**src/rtl/aes_block_dma.sv**
```systemverilog
// Block mover: reads 16-byte blocks from memory, passes them through an external AES core
// (optionally CBC-chained) and writes the results back. Configured over a 32-bit CSR slave.
module aes_block_dma #(
    parameter int unsigned MASTER_DW = 8,
    parameter int unsigned ADDR_W    = 32
) (
    input  logic                 clk,
    input  logic                 rst_n,
    // CSR slave
    input  logic [3:0]           slave_address,
    input  logic                 slave_read,
    input  logic                 slave_write,
    input  logic [31:0]          slave_writedata,
    output logic [31:0]          slave_readdata,
    output logic                 slave_waitrequest,
    // source read master
    output logic [ADDR_W-1:0]    master_address,
    output logic                 master_read,
    input  logic                 master_waitrequest,
    input  logic                 master_readdatavalid,
    input  logic [MASTER_DW-1:0] master_readdata,
    // destination write master
    output logic [ADDR_W-1:0]    master2_address,
    output logic                 master2_write,
    output logic [MASTER_DW-1:0] master2_writedata,
    input  logic                 master2_waitrequest,
    // AES core
    output logic                 core_in_valid,
    input  logic                 core_in_ready,
    output logic [127:0]         core_in_data,
    output logic                 core_dir,
    input  logic                 core_out_valid,
    output logic                 core_out_ready,
    input  logic [127:0]         core_out_data,
    output logic                 done
);

    localparam int unsigned       BPB        = MASTER_DW / 8;
    localparam int unsigned       BEATS      = 16 / BPB;
    localparam logic [3:0]        LAST_BEAT  = 4'(BEATS - 1);
    localparam logic [ADDR_W-1:0] ADDR_STEP  = ADDR_W'(BPB);
    localparam logic [ADDR_W-1:0] ALIGN_MASK = ADDR_W'(BPB - 1);

    typedef enum logic [2:0] {StIdle, StRead, StFeed, StWait, StWrite, StDone} state_e;

    state_e              state_q, state_d;
    logic [ADDR_W-1:0]   src_q, src_d, dst_q, dst_d;
    logic [31:0]         len_q, len_d;
    logic [127:0]        iv_q, iv_d;
    logic                cbc_q, cbc_d, dir_q, dir_d;
    logic                done_sticky_q, done_sticky_d, error_q, error_d;
    logic [ADDR_W-1:0]   rd_addr_q, rd_addr_d, wr_addr_q, wr_addr_d;
    logic [31:0]         remain_q, remain_d;
    logic [3:0]          beat_q, beat_d;
    logic                rd_pend_q, rd_pend_d;
    logic [127:0]        blk_q, blk_d, res_q, res_d, chain_q, chain_d;

    logic busy, ctrl_wr, start, bad_cfg;

    // Status and strobe decode shared by the next-state and output logic
    always_comb begin
        busy    = (state_q == StRead) || (state_q == StFeed) ||
                  (state_q == StWait) || (state_q == StWrite);
        ctrl_wr = slave_write && (slave_address == 4'd0);
        start   = ctrl_wr && slave_writedata[0] && !busy;
        bad_cfg = (len_q == 32'd0) || (len_q[3:0] != 4'd0) ||
                  ((src_q & ALIGN_MASK) != '0) || ((dst_q & ALIGN_MASK) != '0);
    end

    // Next-state: CSR updates and the block-moving FSM
    always_comb begin
        state_d       = state_q;
        src_d         = src_q;
        dst_d         = dst_q;
        len_d         = len_q;
        iv_d          = iv_q;
        cbc_d         = cbc_q;
        dir_d         = dir_q;
        done_sticky_d = done_sticky_q;
        error_d       = error_q;
        rd_addr_d     = rd_addr_q;
        wr_addr_d     = wr_addr_q;
        remain_d      = remain_q;
        beat_d        = beat_q;
        rd_pend_d     = rd_pend_q;
        blk_d         = blk_q;
        res_d         = res_q;
        chain_d       = chain_q;

        // Mode bits only change between jobs so a running job keeps a consistent datapath
        if (slave_write && !busy) begin
            case (slave_address)
                4'd0: begin
                    cbc_d = slave_writedata[1];
                    dir_d = slave_writedata[2];
                end
                4'd1: src_d = ADDR_W'(slave_writedata);
                4'd2: dst_d = ADDR_W'(slave_writedata);
                4'd3: len_d = slave_writedata;
                4'd4: iv_d[127:96] = slave_writedata;
                4'd5: iv_d[95:64]  = slave_writedata;
                4'd6: iv_d[63:32]  = slave_writedata;
                4'd7: iv_d[31:0]   = slave_writedata;
                default: ;
            endcase
        end
        if (ctrl_wr) begin
            done_sticky_d = 1'b0;
            error_d       = 1'b0;
        end

        case (state_q)
            StIdle, StDone: begin
                state_d = StIdle;
                if (start) begin
                    if (bad_cfg) begin
                        error_d       = 1'b1;
                        done_sticky_d = 1'b1;
                        state_d       = StDone;
                    end else begin
                        rd_addr_d = src_q;
                        wr_addr_d = dst_q;
                        remain_d  = len_q;
                        chain_d   = iv_q;
                        beat_d    = 4'd0;
                        rd_pend_d = 1'b0;
                        state_d   = StRead;
                    end
                end
            end
            StRead: begin
                if (!rd_pend_q) begin
                    if (!master_waitrequest) rd_pend_d = 1'b1;
                end else if (master_readdatavalid) begin
                    // earlier beats shift toward the MSBs so the lowest address lands at [127:120]
                    blk_d     = {blk_q[127-MASTER_DW:0], master_readdata};
                    rd_pend_d = 1'b0;
                    rd_addr_d = rd_addr_q + ADDR_STEP;
                    beat_d    = beat_q + 4'd1;
                    if (beat_q == LAST_BEAT) begin
                        beat_d  = 4'd0;
                        state_d = StFeed;
                    end
                end
            end
            StFeed: begin
                if (core_in_ready) state_d = StWait;
            end
            StWait: begin
                if (core_out_valid) begin
                    res_d = (cbc_q && dir_q) ? (core_out_data ^ chain_q) : core_out_data;
                    if (cbc_q) chain_d = dir_q ? blk_q : core_out_data;
                    state_d = StWrite;
                end
            end
            StWrite: begin
                if (!master2_waitrequest) begin
                    res_d     = res_q << MASTER_DW;
                    wr_addr_d = wr_addr_q + ADDR_STEP;
                    beat_d    = beat_q + 4'd1;
                    if (beat_q == LAST_BEAT) begin
                        beat_d   = 4'd0;
                        remain_d = remain_q - 32'd16;
                        if (remain_q == 32'd16) begin
                            state_d       = StDone;
                            done_sticky_d = 1'b1;
                        end else begin
                            state_d = StRead;
                        end
                    end
                end
            end
            default: state_d = StIdle;
        endcase
    end

    // Outputs: bus/core strobes decoded from state, CSR read mux
    always_comb begin
        slave_waitrequest = 1'b0;
        master_address    = rd_addr_q;
        master_read       = (state_q == StRead) && !rd_pend_q;
        master2_address   = wr_addr_q;
        master2_write     = (state_q == StWrite);
        master2_writedata = master2_write ? res_q[127 -: MASTER_DW] : '0;
        core_in_valid     = (state_q == StFeed);
        core_in_data      = '0;
        if (core_in_valid) core_in_data = (cbc_q && !dir_q) ? (blk_q ^ chain_q) : blk_q;
        core_dir          = dir_q;
        core_out_ready    = (state_q == StWait);
        done              = (state_q == StDone);

        slave_readdata = 32'd0;
        if (slave_read) begin
            case (slave_address)
                4'd0: slave_readdata = {29'd0, error_q, done_sticky_q, busy};
                4'd1: slave_readdata = 32'(src_q);
                4'd2: slave_readdata = 32'(dst_q);
                4'd3: slave_readdata = len_q;
                4'd4: slave_readdata = iv_q[127:96];
                4'd5: slave_readdata = iv_q[95:64];
                4'd6: slave_readdata = iv_q[63:32];
                4'd7: slave_readdata = iv_q[31:0];
                default: slave_readdata = 32'd0;
            endcase
        end
    end

    // State and CSR registers
    always_ff @(posedge clk or negedge rst_n) begin
        if (!rst_n) begin
            state_q       <= StIdle;
            src_q         <= '0;
            dst_q         <= '0;
            len_q         <= '0;
            iv_q          <= '0;
            cbc_q         <= 1'b0;
            dir_q         <= 1'b0;
            done_sticky_q <= 1'b0;
            error_q       <= 1'b0;
            rd_addr_q     <= '0;
            wr_addr_q     <= '0;
            remain_q      <= '0;
            beat_q        <= '0;
            rd_pend_q     <= 1'b0;
            blk_q         <= '0;
            res_q         <= '0;
            chain_q       <= '0;
        end else begin
            state_q       <= state_d;
            src_q         <= src_d;
            dst_q         <= dst_d;
            len_q         <= len_d;
            iv_q          <= iv_d;
            cbc_q         <= cbc_d;
            dir_q         <= dir_d;
            done_sticky_q <= done_sticky_d;
            error_q       <= error_d;
            rd_addr_q     <= rd_addr_d;
            wr_addr_q     <= wr_addr_d;
            remain_q      <= remain_d;
            beat_q        <= beat_d;
            rd_pend_q     <= rd_pend_d;
            blk_q         <= blk_d;
            res_q         <= res_d;
            chain_q       <= chain_d;
        end
    end

endmodule

```
**config.mk**
```make
export PLATFORM = sky130hd
export DESIGN_NAME = aes_block_dma
export DESIGN_NICKNAME = d
export VERILOG_FILES = /design/src/rtl/aes_block_dma.sv
export SDC_FILE = /design/constraint.sdc
export NUM_CORES = 2
export LEC_CHECK = 0
export ABC_AREA = 0
export CAP_MARGIN = 10
export CORE_AREA = 3 3 398 400
export CTS_CLUSTER_SIZE = 10
export DETAILED_ROUTE_END_ITERATION = 10
export DIE_AREA = 0 0 401 403
export PLACE_DENSITY = 0.44
export SLEW_MARGIN = 20
export SYNTH_ARGS = -nofsm -noshare
export SYNTH_HDL_FRONTEND = slang
export SYNTH_SLANG_ARGS = --single-unit
export TNS_END_PERCENT = 30
```
**constraint.sdc**
```tcl
create_clock -name clk -period 6.67 [get_ports clk]
set_input_delay 1.334 -clock clk [delete_from_list [all_inputs] [get_ports clk]]
set_output_delay 1.334 -clock clk [all_outputs]
set_load 0.05 [all_outputs]
```
==> results by group <==
Outcome
  • Status: complete, no violations

Hold path
  • Worst hold stages: 2
  • HP Start: res_q[121]$_DFFE_PN0P_
  • WHS Endpoint: res_q[121]$_DFFE_PN0P_
  • Hold Crit Class: reg -> reg

Worst setup path
  • Worst Setup Path Type: in -> out
  • R2R setup slack: 2.66 ns
  • Reg2reg start: state_q[0]$_DFFE_PN0P_
  • Worst Path Arrival: 4.15 ns
  • RR Endpoint: chain_q[29]$_DFFE_PN0P_
  • Crit path required time: 5.34 ns
  • CP max FO: 13
  • Startpoint types: input port
  • CP endpoint kind: primary output
  • Worst Reg-to-Reg Cells: 7

Yosys
  • Synth cell count leaders: dfrtp_1 (716), nand2_1 (708), nor2_1 (482)
  • Top FF cell, synth: dfrtp_1
  • Sequential area share after synthesis: 46.37%
  • Post-synth net total: 4,329
  • Seq cells post-synth: 716
  • Synth Warn #: 0
  • Yosys top cell by area: dfrtp_1
  • Synth top area share: 46.37%
  • Netlist cell types: 72
  • Cell Area, Synth: 38,640 um^2
  • Top cells by area, synth: dfrtp_1 (46%), mux2_2 (11%), nand2_1 (6.9%)
  • Synth Instances: 4,143
  • Share of async-settable or async-resettable flops after synthesis: 100.0%
  • Avg Synthesized Cell Area: 9.326 um^2
  • Most frequent cell after synthesis: dfrtp_1
  • Post-synth EDFFs: 0

Floorplan
  • Starting Density: 24.82%
  • Row count: 145
  • DIE WIDTH: 401 um
  • Die H: 403 um
  • Core Region: 155,700 um^2
  • Die Area: 161,600 um^2
  • IO Pins: 420

Global routing
  • Largest net degree at the start of global routing: 163
  • Vias in the first global route: 32,830
  • All-Layer GR Usage: 21.25%
  • First-pass GRT wire length: 251,500 um
  • Initial antenna violation count: 24
  • GRT Residual Overflow: 0

Timing
  • RSZ-0062 raised after global routing: false
  • Least-Margin Pin Slew: 1.236 ns
  • Final min period: 5.480 ns
  • Final Slew Violations: 0
  • Worst slew margin: 17.63%
  • Final Hold Violating Endpoints: 0
  • Final Skew: 0.03439 ns
  • Fin crit share: 82.16%
  • Final setup fails: 0
  • Fmax: 182.5 MHz
  • Setup_tns: 0 ns

Route
  • DRT iter0 DRCs: 2,817
  • Antenna viol nets, final: 0
  • Routed vias: 33,030
  • Pre-antenna DRT Iters: 9
  • Remaining DRCs: 0
  • Via density: 5.039
  • Wire per inst: 26.80 um
  • Routed WL: 175,700 um

Cells and area
  • Multi-input gate area: 19,400 um^2
  • Finished Core Util: 30.98%
  • Layout cells sized above 1: 14.37%
  • Area grow syn2layout: 24.79%
  • # nets final: 4,596
  • FF+latch area: 17,920 um^2
  • Fill count: 16,550

Power and ir drop
  • Pwr/cell area: 445.6 nW/um^2
  • Final Power: 21.48 mW
  • Pleak: 20.47 nW
  • VDD IR max: 348.3 uV

CTS
  • Clock buffer depth: 3
  • CTS-repair resized insts: 0
  • Post-CTS Setup Inserts: 0
  • Clk sink count: 716
  • Total CTS buffers: 93
  • Post-CTS Hold Fix Bufs: 0
  • Worst-path clk slew: 0.06 ns
  • Clock Root Buffer: clkbuf_16
  • Later-pin clock latency in the skew report: 0.71 ns
  • CTS tree: yes
  • CTS H-tree lvls: 3

Placed design
  • Post-DP HPWL: 126,000 um
  • # port buffers: 418
  • GPL Wtd Cong: 0.9297

Job
  • Number of max-cap violations: 0
## layer usage
layer  track usage, %  vias up  share of wire, %
li1                 -    15010                 -
met1            28.99    16850                45
met2            34.87      987                47
met3            3.713      186               5.6
met4            5.248        6               2.4
met5                0        -             0.018
## sequential cells by signal (all words and copies together), names as in the netlist
| signal | flops |
|---|---|
| beat_q | 4 |
| blk_q | 128 |
| cbc_q | 1 |
| chain_q | 128 |
| core_dir | 1 |
| done_sticky_q | 1 |
| dst_q | 32 |
| error_q | 1 |
| iv_q | 128 |
| len_q | 32 |
| master2_address | 32 |
| master_address | 32 |
| rd_pend_q | 1 |
| remain_q | 32 |
| res_q | 128 |
| src_q | 32 |
| state_q | 3 |
## placed cells by master (no fill, tap or decap), drive strengths merged, types with 9 or more instances in the layout
master         instances
dfrtp                716
nand2                708
nor2                 484
clkdlybuf4s50        385
mux2                 365
a21oi                311
xor2                 257
o21ai                158
nand3                157
clkbuf               150
mux2i                131
buf                  102
a22oi                 81
a31oi                 65
o22a                  42
nor4                  30
o22ai                 25
and2                  25
nor3                  23
and3                  21
inv                   21
a222oi                20
a2bb2oi               20
nand4                 16
a22o                  16
diode                 15
a41oi                 12
and4                  10
o31ai                  9
clkinv                 9
## power by group
part | switching (mW) | internal [mW]
registers | 2.27 | 5.95
clock network | 2.07 | 3.13
logic | 5.15 | 2.91
## layout make-up
| cell class | count | share of cell area, % |
|---|---|---|
| tap | 2058 | 5.340 |
| sequential | 716 | 37.18 |
| multi-input combinational | 3093 | 40.24 |
| clock inverter | 19 | 0.6072 |
| timing repair buffer | 488 | 10.60 |
| clock buffer | 149 | 5.810 |
| antenna | 15 | 0.07785 |
| inverter | 18 | 0.1557 |
## critical path, cell delays in order
cell             delay (ns)
clkdlybuf4s50_1        0.67
nor2b_1                0.26
and2_1                 0.59
buf_4                  0.31
a22oi_1                0.11
a31oi_1                0.64
buf_12                 0.22
## how the worst max path moves through the flow
| stage | startpoint | end | slack (ns) | cells past startpoint |
|---|---|---|---|---|
| after CTS | slave_address[0] | slave_readdata[11] | 1.34 | 7 |
| after global routing | slave_address[0] | slave_readdata[11] | 1.15 | 7 |
| after detailed placement | slave_address[0] | slave_readdata[11] | 1.37 | 7 |
| after floorplan | slave_address[0] | slave_readdata[21] | 1.90 | 6 |
| final | slave_address[0] | slave_readdata[11] | 1.19 | 7 |
| after global placement | slave_address[0] | slave_readdata[11] | 1.34 | 7 |
## stage by stage
stage	worst slack, ns	instances	area, um^2	hold slack [ns]
4_1_cts	1.336	6540	48170	0.4808
5_1_grt	1.155	6547	48190	0.5005
3_3_place_gp	1.340	6372	45070	0.4572
3_5_place_dp	1.368	6372	45070	0.4681
6_report	1.190	6556	48220	0.4740
2_1_floorplan	1.898	4143	38640	0.4418
## kinds of logic after synthesis
| group | after synthesis | share of synthesized area [%] |
|---|---|---|
| compound gates | 812 | 13.08 |
| xor+xnor | 258 | 5.848 |
| fa+ha+maj | 5 | 0.1619 |
| buf+inv | 334 | 3.627 |
| flops | 716 | 46.37 |
| mux | 504 | 14.50 |
| other cells | 1 | 0.009706 |
| simple gates | 1513 | 16.41 |
Power figures use the tool's default switching activity.
